### config.mk
export PLATFORM = sky130hd
export DESIGN_NAME = ram_arbiter
export DESIGN_NICKNAME = d
export VERILOG_FILES = /design/src/rtl/ram_arbiter.sv
export SDC_FILE = /design/constraint.sdc
export NUM_CORES = 1
export LEC_CHECK = 0
export CORE_MARGIN = 5
export CORE_UTILIZATION = 40
export DETAILED_ROUTE_END_ITERATION = 10
export PLACE_DENSITY = 0.86
export SYNTH_ARGS = -nofsm -noshare
export SYNTH_HDL_FRONTEND = slang
export SYNTH_SLANG_ARGS = --single-unit
### constraint.sdc
create_clock -name clk -period 5.33 [get_ports clk]
set_input_delay 1.066 -clock clk [delete_from_list [all_inputs] [get_ports clk]]
set_output_delay 1.066 -clock clk [all_outputs]
set_load 0.01 [all_outputs]
### src/rtl/ram_arbiter.sv
// Round-robin arbiter that shares one single-port, negedge-registered word RAM
// between an instruction-fetch port (F, read-only) and a load/store port (D).
module ram_arbiter #(
  parameter int WAIT_CYCLES = 0,
  parameter int ADDR_BITS   = 18
) (
  input  logic        clk,
  input  logic        reset,
  input  logic        f_req,
  input  logic [31:0] f_addr,
  output logic        f_ack,
  output logic        f_err,
  output logic [31:0] f_rdata,
  input  logic        d_req,
  input  logic        d_we,
  input  logic [31:0] d_addr,
  input  logic [31:0] d_wdata,
  output logic        d_ack,
  output logic        d_err,
  output logic [31:0] d_rdata,
  output logic        ram_read_enable,
  output logic        ram_write_enable,
  output logic [31:0] ram_address,
  output logic [31:0] ram_data_in,
  input  logic [31:0] ram_data_out
);

  localparam int WCW = (WAIT_CYCLES > 0) ? $clog2(WAIT_CYCLES + 1) : 1;
  localparam logic [WCW-1:0] WAIT_LAST = WCW'(WAIT_CYCLES);
  localparam logic PORT_F = 1'b0;
  localparam logic PORT_D = 1'b1;

  typedef enum logic [1:0] {
    IDLE    = 2'd0,
    ACCESS  = 2'd1,
    RESPOND = 2'd2
  } state_t;

  state_t         state_q, state_d;
  logic           last_grant_q, last_grant_d;
  logic           grant_q, grant_d;
  logic [WCW-1:0] wait_q, wait_d;
  logic           f_ack_q, f_ack_d, f_err_q, f_err_d;
  logic           d_ack_q, d_ack_d, d_err_q, d_err_d;
  logic [31:0]    f_rdata_q, f_rdata_d, d_rdata_q, d_rdata_d;
  logic           ram_re_q, ram_re_d, ram_we_q, ram_we_d;
  logic [31:0]    ram_addr_q, ram_addr_d, ram_din_q, ram_din_d;
  logic           sel_s;
  logic [31:0]    req_addr_s;

  // Misaligned or beyond the implemented byte-address range.
  function automatic logic addr_bad(input logic [31:0] addr);
    logic [31:0] upper;
    upper = addr >> ADDR_BITS;
    return (addr[1:0] != 2'b00) || (upper != 32'd0);
  endfunction

  // Arbitration, access sequencing and response generation.
  always_comb begin
    state_d      = state_q;
    last_grant_d = last_grant_q;
    grant_d      = grant_q;
    wait_d       = wait_q;
    f_ack_d      = 1'b0;
    f_err_d      = 1'b0;
    d_ack_d      = 1'b0;
    d_err_d      = 1'b0;
    f_rdata_d    = f_rdata_q;
    d_rdata_d    = d_rdata_q;
    ram_re_d     = ram_re_q;
    ram_we_d     = ram_we_q;
    ram_addr_d   = ram_addr_q;
    ram_din_d    = ram_din_q;
    // With both requesting, the port not served last wins.
    sel_s        = (f_req && d_req) ? ~last_grant_q : d_req;
    req_addr_s   = sel_s ? d_addr : f_addr;

    case (state_q)
      IDLE: begin
        if (f_req || d_req) begin
          grant_d      = sel_s;
          last_grant_d = sel_s;
          if (addr_bad(req_addr_s)) begin
            state_d = RESPOND;
            f_ack_d = ~sel_s;
            f_err_d = ~sel_s;
            d_ack_d = sel_s;
            d_err_d = sel_s;
          end else begin
            state_d    = ACCESS;
            wait_d     = {WCW{1'b0}};
            ram_addr_d = {req_addr_s[31:2], 2'b00};
            if (sel_s && d_we) begin
              ram_we_d  = 1'b1;
              ram_din_d = d_wdata;
            end else begin
              ram_re_d  = 1'b1;
            end
          end
        end else begin
          state_d = IDLE;
        end
      end
      ACCESS: begin
        if (wait_q == WAIT_LAST) begin
          if (ram_re_q) begin
            if (grant_q == PORT_D) begin
              d_rdata_d = ram_data_out;
            end else begin
              f_rdata_d = ram_data_out;
            end
          end else begin
            d_rdata_d = d_rdata_q;
          end
          ram_re_d = 1'b0;
          ram_we_d = 1'b0;
          f_ack_d  = (grant_q == PORT_F);
          d_ack_d  = (grant_q == PORT_D);
          state_d  = RESPOND;
        end else begin
          wait_d = wait_q + WCW'(1);
        end
      end
      RESPOND: begin
        state_d = IDLE;
      end
      default: begin
        state_d  = IDLE;
        ram_re_d = 1'b0;
        ram_we_d = 1'b0;
      end
    endcase
  end

  // State and registered outputs; reset leaves F to win the first grant.
  always_ff @(posedge clk or posedge reset) begin
    if (reset) begin
      state_q      <= IDLE;
      last_grant_q <= PORT_D;
      grant_q      <= PORT_F;
      wait_q       <= {WCW{1'b0}};
      f_ack_q      <= 1'b0;
      f_err_q      <= 1'b0;
      d_ack_q      <= 1'b0;
      d_err_q      <= 1'b0;
      f_rdata_q    <= 32'd0;
      d_rdata_q    <= 32'd0;
      ram_re_q     <= 1'b0;
      ram_we_q     <= 1'b0;
      ram_addr_q   <= 32'd0;
      ram_din_q    <= 32'd0;
    end else begin
      state_q      <= state_d;
      last_grant_q <= last_grant_d;
      grant_q      <= grant_d;
      wait_q       <= wait_d;
      f_ack_q      <= f_ack_d;
      f_err_q      <= f_err_d;
      d_ack_q      <= d_ack_d;
      d_err_q      <= d_err_d;
      f_rdata_q    <= f_rdata_d;
      d_rdata_q    <= d_rdata_d;
      ram_re_q     <= ram_re_d;
      ram_we_q     <= ram_we_d;
      ram_addr_q   <= ram_addr_d;
      ram_din_q    <= ram_din_d;
    end
  end

  assign f_ack            = f_ack_q;
  assign f_err            = f_err_q;
  assign f_rdata          = f_rdata_q;
  assign d_ack            = d_ack_q;
  assign d_err            = d_err_q;
  assign d_rdata          = d_rdata_q;
  assign ram_read_enable  = ram_re_q;
  assign ram_write_enable = ram_we_q;
  assign ram_address      = ram_addr_q;
  assign ram_data_in      = ram_din_q;

endmodule

# Word level (Yosys, flattened, before mapping)
# Index checks and enable logic that the tools add are counted.
# word_totals
regBits,137
in_bits,133
output_inout_bits,134
# classes
addsub,1
n_eq_ne,7
mux,29
n_bitwise,6
reduce_logical,16
# op_table
op,n
32-bit 2-to-1 mux,1
32-bit nonzero test,1
1-bit 2-to-1 mux,19
4-bit AND reduction,3
"2-bit != test, second input constant",5
5-bit AND reduction,2
2-bit 2-to-1 mux,3
1-bit NOT,6
1-bit one-hot mux with 2 select lines,3
1-bit one-hot mux with 3 select lines,2
3-bit AND reduction,2
2-bit one-hot mux with 2 select lines,1
2-bit nonzero test,2
"2-bit by 1-bit == test with 1-bit output, second input constant",1
"2-bit == test, second input constant",1
1-bit logical AND,2
2-bit zero test,1
1-bit logical OR,2
2-bit AND reduction,1
"1-bit adder, second input constant",1

# Logic depth before layout (Yosys ltp)
# Gate-level depths: netlist of run 1.
# logic_depth
ltp_word,8
mapped_depth,7
ltp_nobuf,5

# Worst setup path after synthesis of run 1
# Ideal clock, no wire load.
# synth_path
kind,input port to flip-flop
from,in d_addr[0]
to,reg ram_din_q[20] (netlist: ram_data_in[20])
arrival_time_ns,2.505
t_required_ns,5.205
setup_slack_ns,2.700
stages,5
path_buffers,1
path_cell_list,nor4_1 > nand4_1 > nor4_4 > buf_6 > mux2_2
# synth_between
elab_chain_cells,5
# synth_rtl
element,line,source
start: declaration,16,"input logic [31:0] d_addr,"
32-bit 2-to-1 mux,76,req_addr_s = sel_s ? d_addr : f_addr;
2-bit nonzero test,55,return (addr[1:0] != 2'b00) || (upper != 32'd0);
1-bit logical OR,55,
1-bit NOT (no line),--,
4-bit AND reduction (no line),--,
end signal: assignment,166,ram_din_q <= ram_din_d;
end: declaration,47,"logic [31:0] ram_addr_q, ram_addr_d, ram_din_q, ram_din_d;"
# No other way between the ends.
# A chain may end at the register's enable or synchronous reset.

# Worst setup path in the final report of run 1
# layout_path
from,in d_req
to,reg ram_addr_q[14] (netlist: ram_address[14])
# layout_between
elab_chain_cells,7
elab_cells_between_ends,9
# layout_rtl
element,line,source
start: declaration,14,"input logic d_req,"
1-bit logical AND,75,sel_s = (f_req && d_req) ? ~last_grant_q : d_req;
1-bit 2-to-1 mux,75,
32-bit 2-to-1 mux,76,
32-bit nonzero test or 2-bit nonzero test (tied branches),55,
1-bit logical OR,55,
1-bit NOT (no line),--,
3-bit AND reduction (no line),--,
end signal: assignment,165,ram_addr_q <= ram_addr_d;
end: declaration,47,
# Several ways; a longest one is shown, not always the timed one.

==> results of run 1 <==
## layout make-up
class | count | area (um2)
clock buffer | 25 | 485.5
clock inverter | 7 | 163.9
fill | 934 | 4380
inverter | 3 | 16.27
multi-input combinational | 180 | 1827
sequential | 136 | 3405
tap | 176 | 220.2
timing repair buffer | 269 | 2693
## stage by stage
| stage | setup WS, ns | instance area (um2) | hold WS (ns) |
|---|---|---|---|
| detailed placement | 1.819 | 8160 | 0.4699 |
| finish | 2.236 | 8810 | 0.4846 |
| floorplan | 0.6262 | 5356 | 0.5027 |
| global placement | 1.883 | 8160 | 0.4692 |
| CTS | 2.248 | 8810 | 0.4941 |
| global route | 2.159 | 8810 | 0.5028 |
## layout by cell type (no fill, tap or decap)
master / n
o31ai_1: 2
inv_1: 1
nor4_4: 1
nand4_1: 2
clkdlybuf4s50_1: 264
buf_4: 4
clkinv_2: 1
inv_4: 2
a21boi_2: 1
nor2_1: 2
o21bai_1: 1
nor3b_4: 1
and2_1: 14
nand3_1: 1
nor2b_1: 2
a21oi_1: 2
dfrtp_1: 135
mux2i_1: 1
o22a_2: 1
mux2_4: 8
nand3b_1: 1
nand2_1: 3
bufinv_16: 5
mux2_1: 2
a22o_1: 1
o21a_1: 1
buf_12: 1
clkbuf_16: 17
nor3_1: 1
conb_1: 2
clkbuf_8: 3
a31oi_1: 1
or4_1: 1
dfstp_2: 1
nor4_1: 8
clkinv_4: 1
nand2b_1: 1
mux2_2: 118
clkbuf_1: 5
nand4b_1: 1
## logic make-up (layout without fill, tap and decap cells)
group | after synthesis | in the layout
flops | 136 | 136
mux | 129 | 129
simple gates | 39 | 39
buf+inv | 20 | 304
compound gates | 10 | 10
other cells | 1 | 2
## worst reg2reg max path, cell delays in order, from the launching register on
cell and delay (ns):
dfstp_2 0.55, a21boi_2 0.05, buf_4 0.22, or4_1 0.52
o22a_2 0.33, inv_4 0.25, mux2_2 0.38
## routing by layer
layer | global-route usage [%] | up-vias
li1 | - | 1738
met1 | 20.21 | 1883
met2 | 32.60 | 171
met3 | 6.605 | 31
met4 | 7.844 | 0
met5 | 0 | -
## path summary, 6_finish.rpt
path | slack (ns) | start | end
max | 2.24 | d_req | ram_address[14]
min | 0.48 | ram_address[29] | ram_address[29]
max reg2reg | 2.92 | last_grant_q | ram_address[14]
min reg2reg | 0.48 | ram_address[29] | ram_address[29]
max in group asynchronous | 3.26 | reset | f_rdata[13]
min in group asynchronous | 1.16 | reset | ram_data_in[17]
## state kept, by name (all words and copies together) (netlist names), 2 cells and up
| register | cells |
|---|---|
| ram_data_in | 32 |
| ram_address | 30 |
| state_q | 2 |
| f_rdata | 32 |
| d_rdata | 32 |
## report_power, final
group / switching, uW / total (uW) / internal, uW
combinational: 78.5 / 223 / 145
clock: 406 / 1270 / 869
sequential: 14.6 / 1070 / 1060
==> impl_metrics.xml, run 1 <==
<?xml version="1.0" encoding="UTF-8"?>
<metrics>
  <group name="place">
    <metric name="numPortBuffers" unit="">264</metric>
    <metric name="numPlacedInstances" unit="">764</metric>
    <metric name="place.gp.congestion" unit="">0.8364</metric>
    <metric name="dpl.hpwl" unit="mm">10.92</metric>
  </group>
  <group name="yosys">
    <metric name="synth-seq-cells" unit="">136</metric>
    <metric name="synth-async-reset-ratio" unit="%">100.0</metric>
    <metric name="synth-compound-area-share" unit="%">1.356</metric>
    <metric name="synth_warnings" unit="">0</metric>
    <metric name="synth_flop_cell" unit="">dfrtp_1</metric>
    <metric name="post_synth_main_area_contributors" unit="">dfrtp_1 63%, mux2_2 25%, mux2_4 2.2%, and2_1 1.6%, nor4_1 0.94%</metric>
    <metric name="ys_top_cells_by_count" unit="">135 x dfrtp_1, 118 x mux2_2, 14 x and2_1, 8 x mux2_4, 8 x nor4_1</metric>
    <metric name="synth_top_area_cell" unit="">dfrtp_1</metric>
    <metric name="synth_area" unit="mm2">0.005353</metric>
    <metric name="yosysMostFrequentCell" unit="">dfrtp_1</metric>
    <metric name="synth_top_family_by_area" unit="">multiplexers</metric>
    <metric name="post_synth_fa_ha_maj_area_fraction" unit="%">0</metric>
    <metric name="synth_xor_xnor_area_share" unit="%">0</metric>
    <metric name="synthesized_instance_count" unit="">335</metric>
    <metric name="synth_simple_gate_area_share" unit="%">4.769</metric>
    <metric name="netlist-cell-type-count" unit="">36</metric>
    <metric name="mean_area_per_synthesized_cell" unit="um2">15.98</metric>
    <metric name="seq_area_frac_synth" unit="%">63.60</metric>
    <metric name="synth-edff-count" unit="">0</metric>
    <metric name="synthMuxAreaShare" unit="%">27.68</metric>
    <metric name="yosys.area.top_type_share" unit="%">63.11</metric>
  </group>
  <group name="critical_path">
    <metric name="timing.critical_path.to_type" unit="">flip-flop</metric>
    <metric name="worst_path_largest_cell_delay" unit="ns">0.51</metric>
    <metric name="cp_num_buf_inv" unit="">3</metric>
    <metric name="crit_path_cell_trace" unit="">clkdlybuf4s50_1, a21boi_2, buf_4, or4_1, o22a_2, inv_4, mux2_2</metric>
    <metric name="path_delay_family" unit="">buffers and inverters</metric>
    <metric name="data_arrival_time_of_the_critical_path" unit="ns">3.39</metric>
    <metric name="path_depth" unit="">7</metric>
    <metric name="required_arrival_time_at_the_worst_endpoint" unit="ns">5.62</metric>
    <metric name="ff_to_ff_path_depth" unit="">6</metric>
    <metric name="worst_path_max_delay_cell" unit="">or4_1</metric>
    <metric name="timing.critical_path.fanout_max" unit="">21</metric>
    <metric name="startpoint_type" unit="">input pin</metric>
    <metric name="timing_worst_setup_path_type" unit="">input pin to flip-flop</metric>
  </group>
  <group name="clock_network">
    <metric name="clock_latency" unit="ns">0.40</metric>
    <metric name="postCtsSetupRepairBufs" unit="">0</metric>
    <metric name="path_clk_slew" unit="ns">0.06</metric>
    <metric name="tritoncts_num_sinks" unit="">136</metric>
    <metric name="cts-buffers-inserted" unit="">17</metric>
    <metric name="tritoncts" unit="">done</metric>
    <metric name="cts_hold_repair.buffers" unit="">0</metric>
    <metric name="post_cts_sizing" unit="">0</metric>
    <metric name="h-tree-depth" unit="">4</metric>
    <metric name="root_buffer_selected_by_cts" unit="">clkbuf_16</metric>
    <metric name="clock_path_buffers" unit="">2</metric>
  </group>
  <group name="final_layout">
    <metric name="area_growth" unit="%">64.59</metric>
    <metric name="drive_gt1_share" unit="%">26.61</metric>
    <metric name="post_layout_nonfiller_instances" unit="">796</metric>
    <metric name="finish.net_count" unit="">740</metric>
    <metric name="final_util" unit="%">66.79</metric>
    <metric name="antennaDiodeCount" unit="">0</metric>
  </group>
  <group name="floorplan">
    <metric name="die_height" unit="um">125.7</metric>
    <metric name="core-area" unit="mm2">0.01319</metric>
    <metric name="row_count" unit="">42</metric>
    <metric name="horiz_die_dim" unit="um">125.7</metric>
    <metric name="design.die.area" unit="mm2">0.01580</metric>
    <metric name="start_util" unit="%">40.58</metric>
    <metric name="num_io_pins" unit="">267</metric>
  </group>
  <group name="detailed_routing">
    <metric name="vias_per_cell" unit="">4.803</metric>
    <metric name="met3RoutedLength" unit="mm">1.076</metric>
    <metric name="wl_met1" unit="mm">5.553</metric>
    <metric name="firstDrtPassIters" unit="">4</metric>
    <metric name="routed-via-count" unit="">3823</metric>
    <metric name="totalWireLength" unit="mm">14.61</metric>
    <metric name="met2_length" unit="mm">7.578</metric>
    <metric name="drt_drc_violations_left" unit="">0</metric>
    <metric name="top_layer_used" unit="">met4</metric>
    <metric name="route.antenna.remaining_nets" unit="">0</metric>
    <metric name="route.detailed.wl_per_inst" unit="um">18.35</metric>
    <metric name="detailedRoute.firstIterationViolations" unit="">159</metric>
  </group>
  <group name="pwr">
    <metric name="fin_total_pwr" unit="uW">2568</metric>
    <metric name="static-leakage-power" unit="uW">0.003908</metric>
    <metric name="vdd.ir_drop.worst" unit="uV">169.7</metric>
    <metric name="cellPowerDensity" unit="mW/mm2">291.5</metric>
  </group>
  <group name="global_routing">
    <metric name="gr-usage-all-layers" unit="%">18.52</metric>
    <metric name="grt_max_degree" unit="">75</metric>
    <metric name="first_global_vias" unit="">4325</metric>
    <metric name="grt_antenna_before_repair" unit="">0</metric>
    <metric name="grt_first_pass_wirelength" unit="mm">22.99</metric>
    <metric name="global_route.overflow_total" unit="">0</metric>
  </group>
  <group name="sta">
    <metric name="measured_slew_at_the_worst_slew_check_pin" unit="ns">0.7952</metric>
    <metric name="grt_setup_unrepaired" unit="">no</metric>
    <metric name="layout_min_cycle_time" unit="ns">3.094</metric>
    <metric name="final.period_utilization" unit="%">58.05</metric>
    <metric name="final_skew" unit="ns">0.009094</metric>
    <metric name="hold_viol" unit="">0</metric>
    <metric name="setup-tns-final" unit="ns">0</metric>
    <metric name="achievable_frequency" unit="GHz">0.3232</metric>
    <metric name="relSlewSlack" unit="%">46.99</metric>
    <metric name="maxSlewViolCount" unit="">0</metric>
    <metric name="setup_viol" unit="">0</metric>
  </group>
  <group name="hold_path">
    <metric name="worstHoldPathType" unit="">flip-flop to flip-flop</metric>
    <metric name="hold-path-cell-count" unit="">1</metric>
  </group>
  <group name="outcome">
    <metric name="run_status" unit="">finished, final reports clean</metric>
  </group>
  <group name="run">
    <metric name="reported_max_cap_violation_count" unit="">0</metric>
  </group>
</metrics>
No activity file was read; power rests on OpenSTA's default activity.
==> run 2, diff against run 1 <==
--- a/config.mk
+++ b/config.mk
@@ -6,9 +6,9 @@
 export NUM_CORES = 1
 export LEC_CHECK = 0
 export CORE_MARGIN = 5
-export CORE_UTILIZATION = 40
+export CORE_UTILIZATION = 36
 export DETAILED_ROUTE_END_ITERATION = 10
-export PLACE_DENSITY = 0.86
+export PLACE_DENSITY = 0.82
 export SYNTH_ARGS = -nofsm -noshare
 export SYNTH_HDL_FRONTEND = slang
 export SYNTH_SLANG_ARGS = --single-unit
==> constraint.sdc (replaced) <==
create_clock -name clk -period 2.6 [get_ports clk]
set_input_delay 0.52 -clock clk [delete_from_list [all_inputs] [get_ports clk]]
set_output_delay 0.52 -clock clk [all_outputs]
set_load 0.01 [all_outputs]
==> run 2 against run 1 <==
Against the previous run:
- critical path depth down 1
- register-to-register slack worse by 2.4 ns
- clock-buffer cell count down 7
- non-clock buffer count up 3
- utilization down 6.1 points
- sequential share of layout area about the same
- final area up 0.11%
- clock skew down 0.0028 ns
- setup slack worse by 1.9 ns
- largest power group unchanged
- highest routed layer unchanged
==> impl_metrics.xml, run 2 (same netlist as run 1, synthesis figures left out) <==
<?xml version="1.0" encoding="UTF-8"?>
<metrics>
  <group name="clock_network">
    <metric name="postCtsSetupRepairBufs" unit="">0</metric>
    <metric name="post_cts_sizing" unit="">0</metric>
    <metric name="path_clk_slew" unit="ns">0.06</metric>
    <metric name="root_buffer_selected_by_cts" unit="">clkbuf_16</metric>
    <metric name="clock_path_buffers" unit="">2</metric>
    <metric name="cts-buffers-inserted" unit="">17</metric>
    <metric name="h-tree-depth" unit="">4</metric>
    <metric name="tritoncts" unit="">done</metric>
    <metric name="clock_latency" unit="ns">0.41</metric>
    <metric name="cts_hold_repair.buffers" unit="">0</metric>
    <metric name="tritoncts_num_sinks" unit="">136</metric>
  </group>
  <group name="critical_path">
    <metric name="data_arrival_time_of_the_critical_path" unit="ns">2.54</metric>
    <metric name="timing.critical_path.fanout_max" unit="">32</metric>
    <metric name="worst_path_max_delay_cell" unit="">clkdlybuf4s50_1</metric>
    <metric name="path_delay_family" unit="">simple AND/OR/NAND/NOR gates</metric>
    <metric name="startpoint_type" unit="">input pin</metric>
    <metric name="worst-r2r-setup-slack" unit="ns">0.53</metric>
    <metric name="timing_worst_setup_path_type" unit="">input pin to flip-flop</metric>
    <metric name="crit_path_cell_trace" unit="">clkdlybuf4s50_1, nor4_1, nand4_1, nor4_4, buf_12, mux2_2</metric>
    <metric name="cp_num_buf_inv" unit="">2</metric>
    <metric name="timing.critical_path.to_type" unit="">flip-flop</metric>
    <metric name="required_arrival_time_at_the_worst_endpoint" unit="ns">2.89</metric>
    <metric name="worst_path_largest_cell_delay" unit="ns">0.44</metric>
  </group>
  <group name="hold_path">
    <metric name="worstHoldPathType" unit="">flip-flop to flip-flop</metric>
  </group>
  <group name="global_routing">
    <metric name="grt_antenna_before_repair" unit="">0</metric>
    <metric name="grt_max_degree" unit="">75</metric>
    <metric name="grt_first_pass_wirelength" unit="mm">23.75</metric>
    <metric name="gr-usage-all-layers" unit="%">17.03</metric>
    <metric name="global_route.overflow_total" unit="">0</metric>
    <metric name="first_global_vias" unit="">4277</metric>
  </group>
  <group name="final_layout">
    <metric name="mostFrequentLayoutCell" unit="">clkdlybuf4s50_1</metric>
    <metric name="area_growth" unit="%">64.77</metric>
    <metric name="finish.net_count" unit="">743</metric>
    <metric name="most-common-layout-cells" unit="">264 x clkdlybuf4s50_1, 135 x dfrtp_1, 118 x mux2_2, 17 x clkbuf_16, 14 x and2_1</metric>
    <metric name="antennaDiodeCount" unit="">0</metric>
    <metric name="drive_gt1_share" unit="%">27.61</metric>
    <metric name="post_layout_nonfiller_instances" unit="">807</metric>
  </group>
  <group name="pwr">
    <metric name="vdd.ir_drop.worst" unit="uV">429.0</metric>
    <metric name="static-leakage-power" unit="uW">0.003896</metric>
    <metric name="cellPowerDensity" unit="mW/mm2">576.3</metric>
  </group>
  <group name="detailed_routing">
    <metric name="vias_per_cell" unit="">4.690</metric>
    <metric name="route.antenna.remaining_nets" unit="">0</metric>
    <metric name="totalWireLength" unit="mm">14.69</metric>
    <metric name="detailedRoute.firstIterationViolations" unit="">131</metric>
    <metric name="firstDrtPassIters" unit="">4</metric>
    <metric name="routed-via-count" unit="">3785</metric>
    <metric name="route.detailed.wl_per_inst" unit="um">18.21</metric>
    <metric name="drt_drc_violations_left" unit="">0</metric>
  </group>
  <group name="floorplan">
    <metric name="num_io_pins" unit="">267</metric>
    <metric name="core-area" unit="mm2">0.01453</metric>
    <metric name="die_height" unit="um">131.9</metric>
    <metric name="start_util" unit="%">36.83</metric>
    <metric name="design.die.area" unit="mm2">0.01741</metric>
    <metric name="row_count" unit="">44</metric>
    <metric name="horiz_die_dim" unit="um">131.9</metric>
  </group>
  <group name="place">
    <metric name="place.gp.congestion" unit="">0.7604</metric>
    <metric name="dpl.hpwl" unit="mm">11.26</metric>
    <metric name="numPortBuffers" unit="">264</metric>
    <metric name="numPlacedInstances" unit="">775</metric>
  </group>
  <group name="sta">
    <metric name="setup_viol" unit="">0</metric>
    <metric name="grt_setup_unrepaired" unit="">no</metric>
    <metric name="hold_viol" unit="">0</metric>
    <metric name="final_skew" unit="ns">0.006316</metric>
    <metric name="maxSlewViolCount" unit="">0</metric>
    <metric name="final.period_utilization" unit="%">86.71</metric>
    <metric name="layout_min_cycle_time" unit="ns">2.254</metric>
    <metric name="whs" unit="ns">0.4840</metric>
    <metric name="achievable_frequency" unit="GHz">0.4436</metric>
    <metric name="setup-tns-final" unit="ns">0</metric>
  </group>
  <group name="run">
    <metric name="reported_max_cap_violation_count" unit="">0</metric>
  </group>
  <group name="outcome">
    <metric name="run_status" unit="">finished, final reports clean</metric>
  </group>
</metrics>
[run 2: layout make-up]
cell class | count | area, um2
clock buffer | 18 | 429.2
clock inverter | 14 | 171.4
fill | 1129 | 5714
inverter | 3 | 17.52
multi-input combinational | 180 | 1827
sequential | 136 | 3405
tap | 184 | 230.2
timing repair buffer | 272 | 2740
[run 2: per-layer routing]
metal | vias up | global-route usage, % | part of all wire (%) | wire length (um)
met1 | 1847 | 18.78 | 38 | 5521
met5 | - | 0 | 0 | 0
met4 | 0 | 6.743 | 2.6 | 389
met2 | 163 | 29.23 | 52 | 7628
li1 | 1742 | - | - | -
met3 | 33 | 6.947 | 7.9 | 1154
[run 2: final timing paths]
path	startpoint	to	cells after the start
worst max-delay path	d_addr[26]	ram_data_in[13]	6
worst min-delay path	ram_data_in[26]	ram_data_in[26]	1
min in group asynchronous	reset	ram_data_in[9]	3
worst max register to register	last_grant_q	ram_address[13]	5
max in group asynchronous	reset	d_rdata[20]	3
worst min register to register	ram_data_in[26]	ram_data_in[26]	1
[run 2: metrics by stage]
stage               total power (uW)  util, %  area (um2)  setup WS [ns]
finish                          5082    60.68        8820         0.3456
global placement                2682    56.55        8219        0.02197
CTS                             5146    60.68        8820         0.3464
floorplan                       2375        -        5360         0.3877
detailed placement              2697    56.55        8219       -0.08611
global route                    5271    60.68        8820         0.2156
[run 2: where the power goes]
part / leakage (uW) / switching, uW / internal (uW)
logic: 0.00179 / 160 / 300
clock network: 0.000287 / 913 / 1520
registers: 0.00182 / 30.2 / 2160
total: 0.00390 / 1100 / 3980
==> run 3, diff against run 2 <==
--- a/config.mk
+++ b/config.mk
@@ -7,6 +7,7 @@
 export LEC_CHECK = 0
 export CORE_MARGIN = 5
 export CORE_UTILIZATION = 36
+export CTS_CLUSTER_DIAMETER = 200
 export DETAILED_ROUTE_END_ITERATION = 10
 export PLACE_DENSITY = 0.82
 export SYNTH_ARGS = -nofsm -noshare
==> results of run 3 <==
Same layout as run 2: the final DEF is identical, and so are final timing and power.
==> patch 1 (settings of run 1) <==
Re-encode `state_t` (3 states) as one-hot, 3 bits wide.
--- a/src/rtl/ram_arbiter.sv
+++ b/src/rtl/ram_arbiter.sv
@@ -30,10 +30,10 @@
   localparam logic PORT_F = 1'b0;
   localparam logic PORT_D = 1'b1;
 
-  typedef enum logic [1:0] {
-    IDLE    = 2'd0,
-    ACCESS  = 2'd1,
-    RESPOND = 2'd2
+  typedef enum logic [2:0] {
+    IDLE    = 3'b001,
+    ACCESS  = 3'b010,
+    RESPOND = 3'b100
   } state_t;
 
   state_t         state_q, state_d;
Check against the original RTL: no difference found for any inputs over 4 cycles, from zero or initial values and one cycle with reset high; so few cycles prove little.
==> patch 1 against run 1 <==
Combinational power is 40% higher; setup slack worse by 280 ps; cell area increased by 1.9%; sequential cell count up 1; power shrank 2.1%; synthesized area rose by 5.7%; routed wire length grew 3.0%; first-iteration DRC count grew 2.5%; critical path type unchanged; critical endpoint is now ram_address[7]; largest power group is now registers.
==> patch 1: results (changes against run 1) <==
metric,value,unit,change
status,"finished, final reports clean",,unchanged
clk root buf,clkbuf_16,,unchanged
initial antenna violation count,0,,unchanged
post-synthesis mux area share,27.5,%,was 27.7%
pin count of the biggest net entering global routing,106,,was 75
Mapped Avg Cell Area,15.3,um2,was 16.0 um2
Final nets,774,,was 740
pre-CTS WS,1570,ps,was 1820 ps
Ys Warns,0,,unchanged
asr flop ratio synth,100,%,unchanged
Post-synth EDFFs,0,,unchanged
TritonCTS Buffers,17,,unchanged
# fillers,1001,,was 934
type of the worst min-delay path,flop to flop,,unchanged
Cells after DPL,802,,was 764
Worst slew margin,34.7,%,was 47.0%
Overall Global Routing Usage,18.5,%,about the same
initial DRC count,163,,was 159
post_cts resized,0,,unchanged
"top cells by count, synth","135 x dfrtp_1, 90 x mux2_2, 30 x mux2_4",,"was 135 x dfrtp_1, 118 x mux2_2, 14 x and2_1"
worst vdd ir,0.000179,V,was 0.000170 V
Placer Congestion,0.821,,was 0.836
Leakage,4.00,nW,was 3.91 nW
Compound-Gate Fraction of Synth Area,2.74,%,was 1.36%
H-tree depth,4,,unchanged
PortBufs,264,,unchanged
via count,4005,,was 3823
WL/cell,18.1,um,was 18.4 um
HPWL Detailed,11300,um,was 10900 um
skew final,6.81,ps,was 9.09 ps
sequential share of the synthesized area,60.7,%,was 63.6%
Netlist cell types,40,,was 36
TritonRoute pass-1 iters,4,,unchanged
ratio of cells with drive above 1 in the final layout,25.6,%,was 26.6%
prevailing post-synth register cell,dfrtp_1,,unchanged
largest family of logic cells by synthesized area,multiplexers,,unchanged
first-pass GRT wire length,24000,um,was 23000 um
largest cells by area after synthesis,"dfrtp_1 60%, mux2_2 18%, mux2_4 8.0%",,"was dfrtp_1 63%, mux2_2 25%, mux2_4 2.2%"
crit path max fanout,16,,was 21
vias in the first global route,4606,,was 4325
Post-Layout Cell Count,833,,was 796
[patch 1: cell types whose count changed after synthesis, moves of 5 or more]
cell    change
mux2_2     -28
nor2_1     +16
and2_1     -13
mux2_1      +6
buf_6       +5
buf_2       -6
inv_1      +16
mux2_4     +22
[patch 1: report_power, final]
group          total [W]  internal (W)  switching [W]
Sequential       0.00112       0.00108      0.0000338
Combinational   0.000312      0.000188       0.000124
Clock            0.00109      0.000660       0.000427
[patch 1: worst paths after layout]
check,startpoint,end,slack (ps),depth (start not counted)
max,d_addr[0],ram_address[7],1960,6
min reg2reg,d_rdata[25],d_rdata[25],480,1
max in group asynchronous,reset,state_q[0],3030,3
min,d_rdata[25],d_rdata[25],480,1
max reg2reg,state_q[0],ram_address[7],2600,5
min in group asynchronous,reset,f_rdata[25],1210,2
[patch 1: area by class of cell]
type	instances	area (um2)	share of cell area (%)
Tap cell	180	225	2.51
Multi-Input combinational cell	199	2020	22.5
Clock inverter	12	103	1.14
Sequential cell	137	3430	38.2
Inverter	18	72.6	0.808
Timing Repair Buffer	268	2670	29.8
Clock buffer	19	453	5.04
[patch 1: worst max-delay path: stages]
cell and delay (ps):
clkdlybuf4s50_1 450, nor4_1 440, nand2_1 220, o32ai_4 790, buf_4 340, mux2_1 340
[patch 1: metrics by stage]
stage	instance area, um2	total power, W
3_3_place_gp	8430	0.00144
4_1_cts	8980	0.00254
3_5_place_dp	8430	0.00145
6_report	8980	0.00251
5_1_grt	8980	0.00261
2_1_floorplan	5660	0.00126
[patch 1: cell families after synthesis]
family	count (synthesis)
and+or+nand+nor	52
other	1
AOI/OAI and AO/OA	17
muxes	128
buffers and inverters	34
DFF	137
[patch 1: layer usage]
| metal | track usage [%] | vias up | wire, um |
|---|---|---|---|
| li1 | - | 1838 | - |
| met1 | 21.6 | 1968 | 5890 |
| met2 | 31.6 | 165 | 7650 |
| met3 | 6.10 | 34 | 1120 |
| met4 | 7.41 | 0 | 387 |
| met5 | 0 | - | 0 |
==> patch 2 (settings of run 1) <==
Made on the original files. `f_rdata_q` no longer has a reset.
--- a/src/rtl/ram_arbiter.sv
+++ b/src/rtl/ram_arbiter.sv
@@ -143,7 +143,6 @@
       f_err_q      <= 1'b0;
       d_ack_q      <= 1'b0;
       d_err_q      <= 1'b0;
-      f_rdata_q    <= 32'd0;
       d_rdata_q    <= 32'd0;
       ram_re_q     <= 1'b0;
       ram_we_q     <= 1'b0;
@@ -158,13 +157,16 @@
       f_err_q      <= f_err_d;
       d_ack_q      <= d_ack_d;
       d_err_q      <= d_err_d;
-      f_rdata_q    <= f_rdata_d;
       d_rdata_q    <= d_rdata_d;
       ram_re_q     <= ram_re_d;
       ram_we_q     <= ram_we_d;
       ram_addr_q   <= ram_addr_d;
       ram_din_q    <= ram_din_d;
     end
+  end
+
+  always_ff @(posedge clk) begin
+    f_rdata_q <= f_rdata_d;
   end
 
   assign f_ack            = f_ack_q;
Check against the original RTL: differs if reset is asserted again (counterexample within 4 cycles, from zero or initial values and one cycle with reset high); with reset held inactive, the same outputs for 4 cycles.
==> patch 2 against run 1 <==
Synthesized area is 1.7% lower; routed wire length is 4.3% lower; sequential cell count stayed put; register-to-register slack better by 80 ps; critical path depth is 1 lower; first-iteration DRC count is 13% higher; largest power group unchanged; setup slack worse by 19 ps; power is 4.1% lower; cell area is 1.6% lower; clock skew hardly changed.
==> patch 2: results (changes against run 1) <==
metric,value,unit,change
WL/cell,18.2,um,was 18.4 um
placed instance area,8090,um2,was 8160 um2
post-synthesis mux area share,22.7,%,was 27.7%
pre-CTS WS,1750,ps,was 1820 ps
pin count of the biggest net entering global routing,74,,was 75
Placer Congestion,0.782,,was 0.836
Worst Setup EP,ram_data_in[31],,was ram_address[14]
status,"finished, final reports clean",,unchanged
Worst slew margin,38.2,%,was 47.0%
Net Sw Frac,21.9,%,was 19.4%
PortBufs,264,,unchanged
asr flop ratio synth,76.5,%,was 100%
post-synthesis adder-cell area fraction,0,%,unchanged
prevailing post-synth register cell,dfrtp_1,,unchanged
HPWL Detailed,10600,um,was 10900 um
Netlist cell types,37,,was 36
Final nets,712,,was 740
Post-synth EDFFs,32,,was 0
largest cells by area after synthesis,"dfrtp_1 49%, edfxtp_1 18%, mux2_2 12%",,"was dfrtp_1 63%, mux2_2 25%, mux2_4 2.2%"
crit path max fanout,32,,was 21
worst reg2reg endpoint,ram_address[3],,was ram_address[14]
Worst-Skew Late Latency,410,ps,
clk root buf,clkbuf_16,,unchanged
crit path DAT,3410,ps,was 3390 ps
Slowest Stage Delay on Critical Path,530,ps,was 510 ps
# fillers,906,,was 934
sequential share of the synthesized area,67.8,%,was 63.6%
CP Launch Point,d_addr[19],,was d_req
worst vdd ir,0.000148,V,was 0.000170 V
vias in the first global route,4052,,was 4325
Reg2Reg Launch Point,last_grant_q,,unchanged
hold buffer count at cts,0,,unchanged
skew final,9.51,ps,was 9.09 ps
type of the worst min-delay path,flop to flop,,unchanged
TritonRoute pass-1 iters,4,,unchanged
initial DRC count,180,,was 159
Via-to-Cell Ratio,4.72,,was 4.80
Compound-Gate Fraction of Synth Area,1.88,%,was 1.36%
Leakage,3.60,nW,was 3.91 nW
slowest cell on the critical path,buf_4,,was or4_1
ratio of cells with drive above 1 in the final layout,23.1,%,was 26.6%
first-pass GRT wire length,22200,um,was 23000 um
"top cells by count, synth","103 x dfrtp_1, 58 x mux2_2, 32 x edfxtp_1",,"was 135 x dfrtp_1, 118 x mux2_2, 14 x and2_1"
H-tree depth,4,,unchanged
final setup margin,2220,ps,was 2240 ps
FF-to-FF setup slack,3000,ps,was 2920 ps
Overall Global Routing Usage,18.1,%,was 18.5%
critical path's top delay family,buffers and inverters,,unchanged
==> patch 2: changes by cell type after synthesis, sizes merged, moves of 5 or more <==
| cell | before | now |
|---|---|---|
| buf | 13 | 6 |
| dfrtp | 135 | 103 |
| edfxtp | 0 | 32 |
| mux2 | 128 | 96 |
| nand2 | 3 | 8 |
==> patch 2: through the flow <==
step / utilization, % / hold slack [ps] / total power (W) / std cells
5_1_grt: 66.2 / 504 / 0.00255 / 768
4_1_cts: 66.2 / 488 / 0.00249 / 768
3_5_place_dp: 61.8 / 470 / 0.00135 / 736
3_3_place_gp: 61.8 / 469 / 0.00134 / 736
2_1_floorplan: - / 481 / 0.00119 / 303
6_report: 66.2 / 485 / 0.00246 / 768
==> patch 2: kinds of logic (layout without fill, tap and decap cells) <==
logic type | after synthesis | count (layout)
AO/OA/AOI/OAI | 9 | 9
buffers and inverters | 16 | 305
flip-flops | 136 | 136
multiplexers | 96 | 96
other | 1 | 2
AND/OR/NAND/NOR | 44 | 44
==> patch 2: worst reg2reg max path: cells and delay by family (launching register included) <==
kind | cells | cell delay [ps]
DFF | 1 | 590
and+or+nand+nor | 1 | 520
buffers and inverters | 2 | 400
muxes | 1 | 360
AOI/OAI and AO/OA | 2 | 330
==> patch 2: worst min-delay path by stage <==
stage	slack, ps	startpoint	end
finish	480	ram_address[18]	ram_address[18]
global route	500	ram_address[18]	ram_address[18]
CTS	490	ram_address[18]	ram_address[18]
detailed placement	470	ram_address[29]	ram_address[29]
global placement	470	ram_address[30]	ram_address[30]
floorplan	480	state_q[1]	d_ack
==> patch 2: layer usage <==
layer,global-route usage [%],vias to the layer above,wire (um)
met5,0,-,0
li1,-,1643,-
met4,6.32,0,247
met1,20.7,1767,5410
met2,30.7,196,7050
met3,7.16,19,1270
==> patch 2: layout make-up <==
type	count	area (um2)	share of cell area [%]
inverters	4	22.5	0.260
clock inverters	15	149	1.72
flip-flops and latches	136	3560	41.1
well taps	176	220	2.54
repair buffers	269	2680	30.9
clock buffers	17	425	4.91
multi-input cells	151	1600	18.5
==> patch 2: power by group through the flow <==
stage	Combinational, W	Clock (W)	Sequential, W
after floorplan	0.0000623	0	0.00113
after global placement	0.000219	0	0.00112
after detailed placement	0.000225	0	0.00113
after CTS	0.000226	0.00116	0.00111
after global routing	0.000239	0.00120	0.00111
final	0.000223	0.00113	0.00111
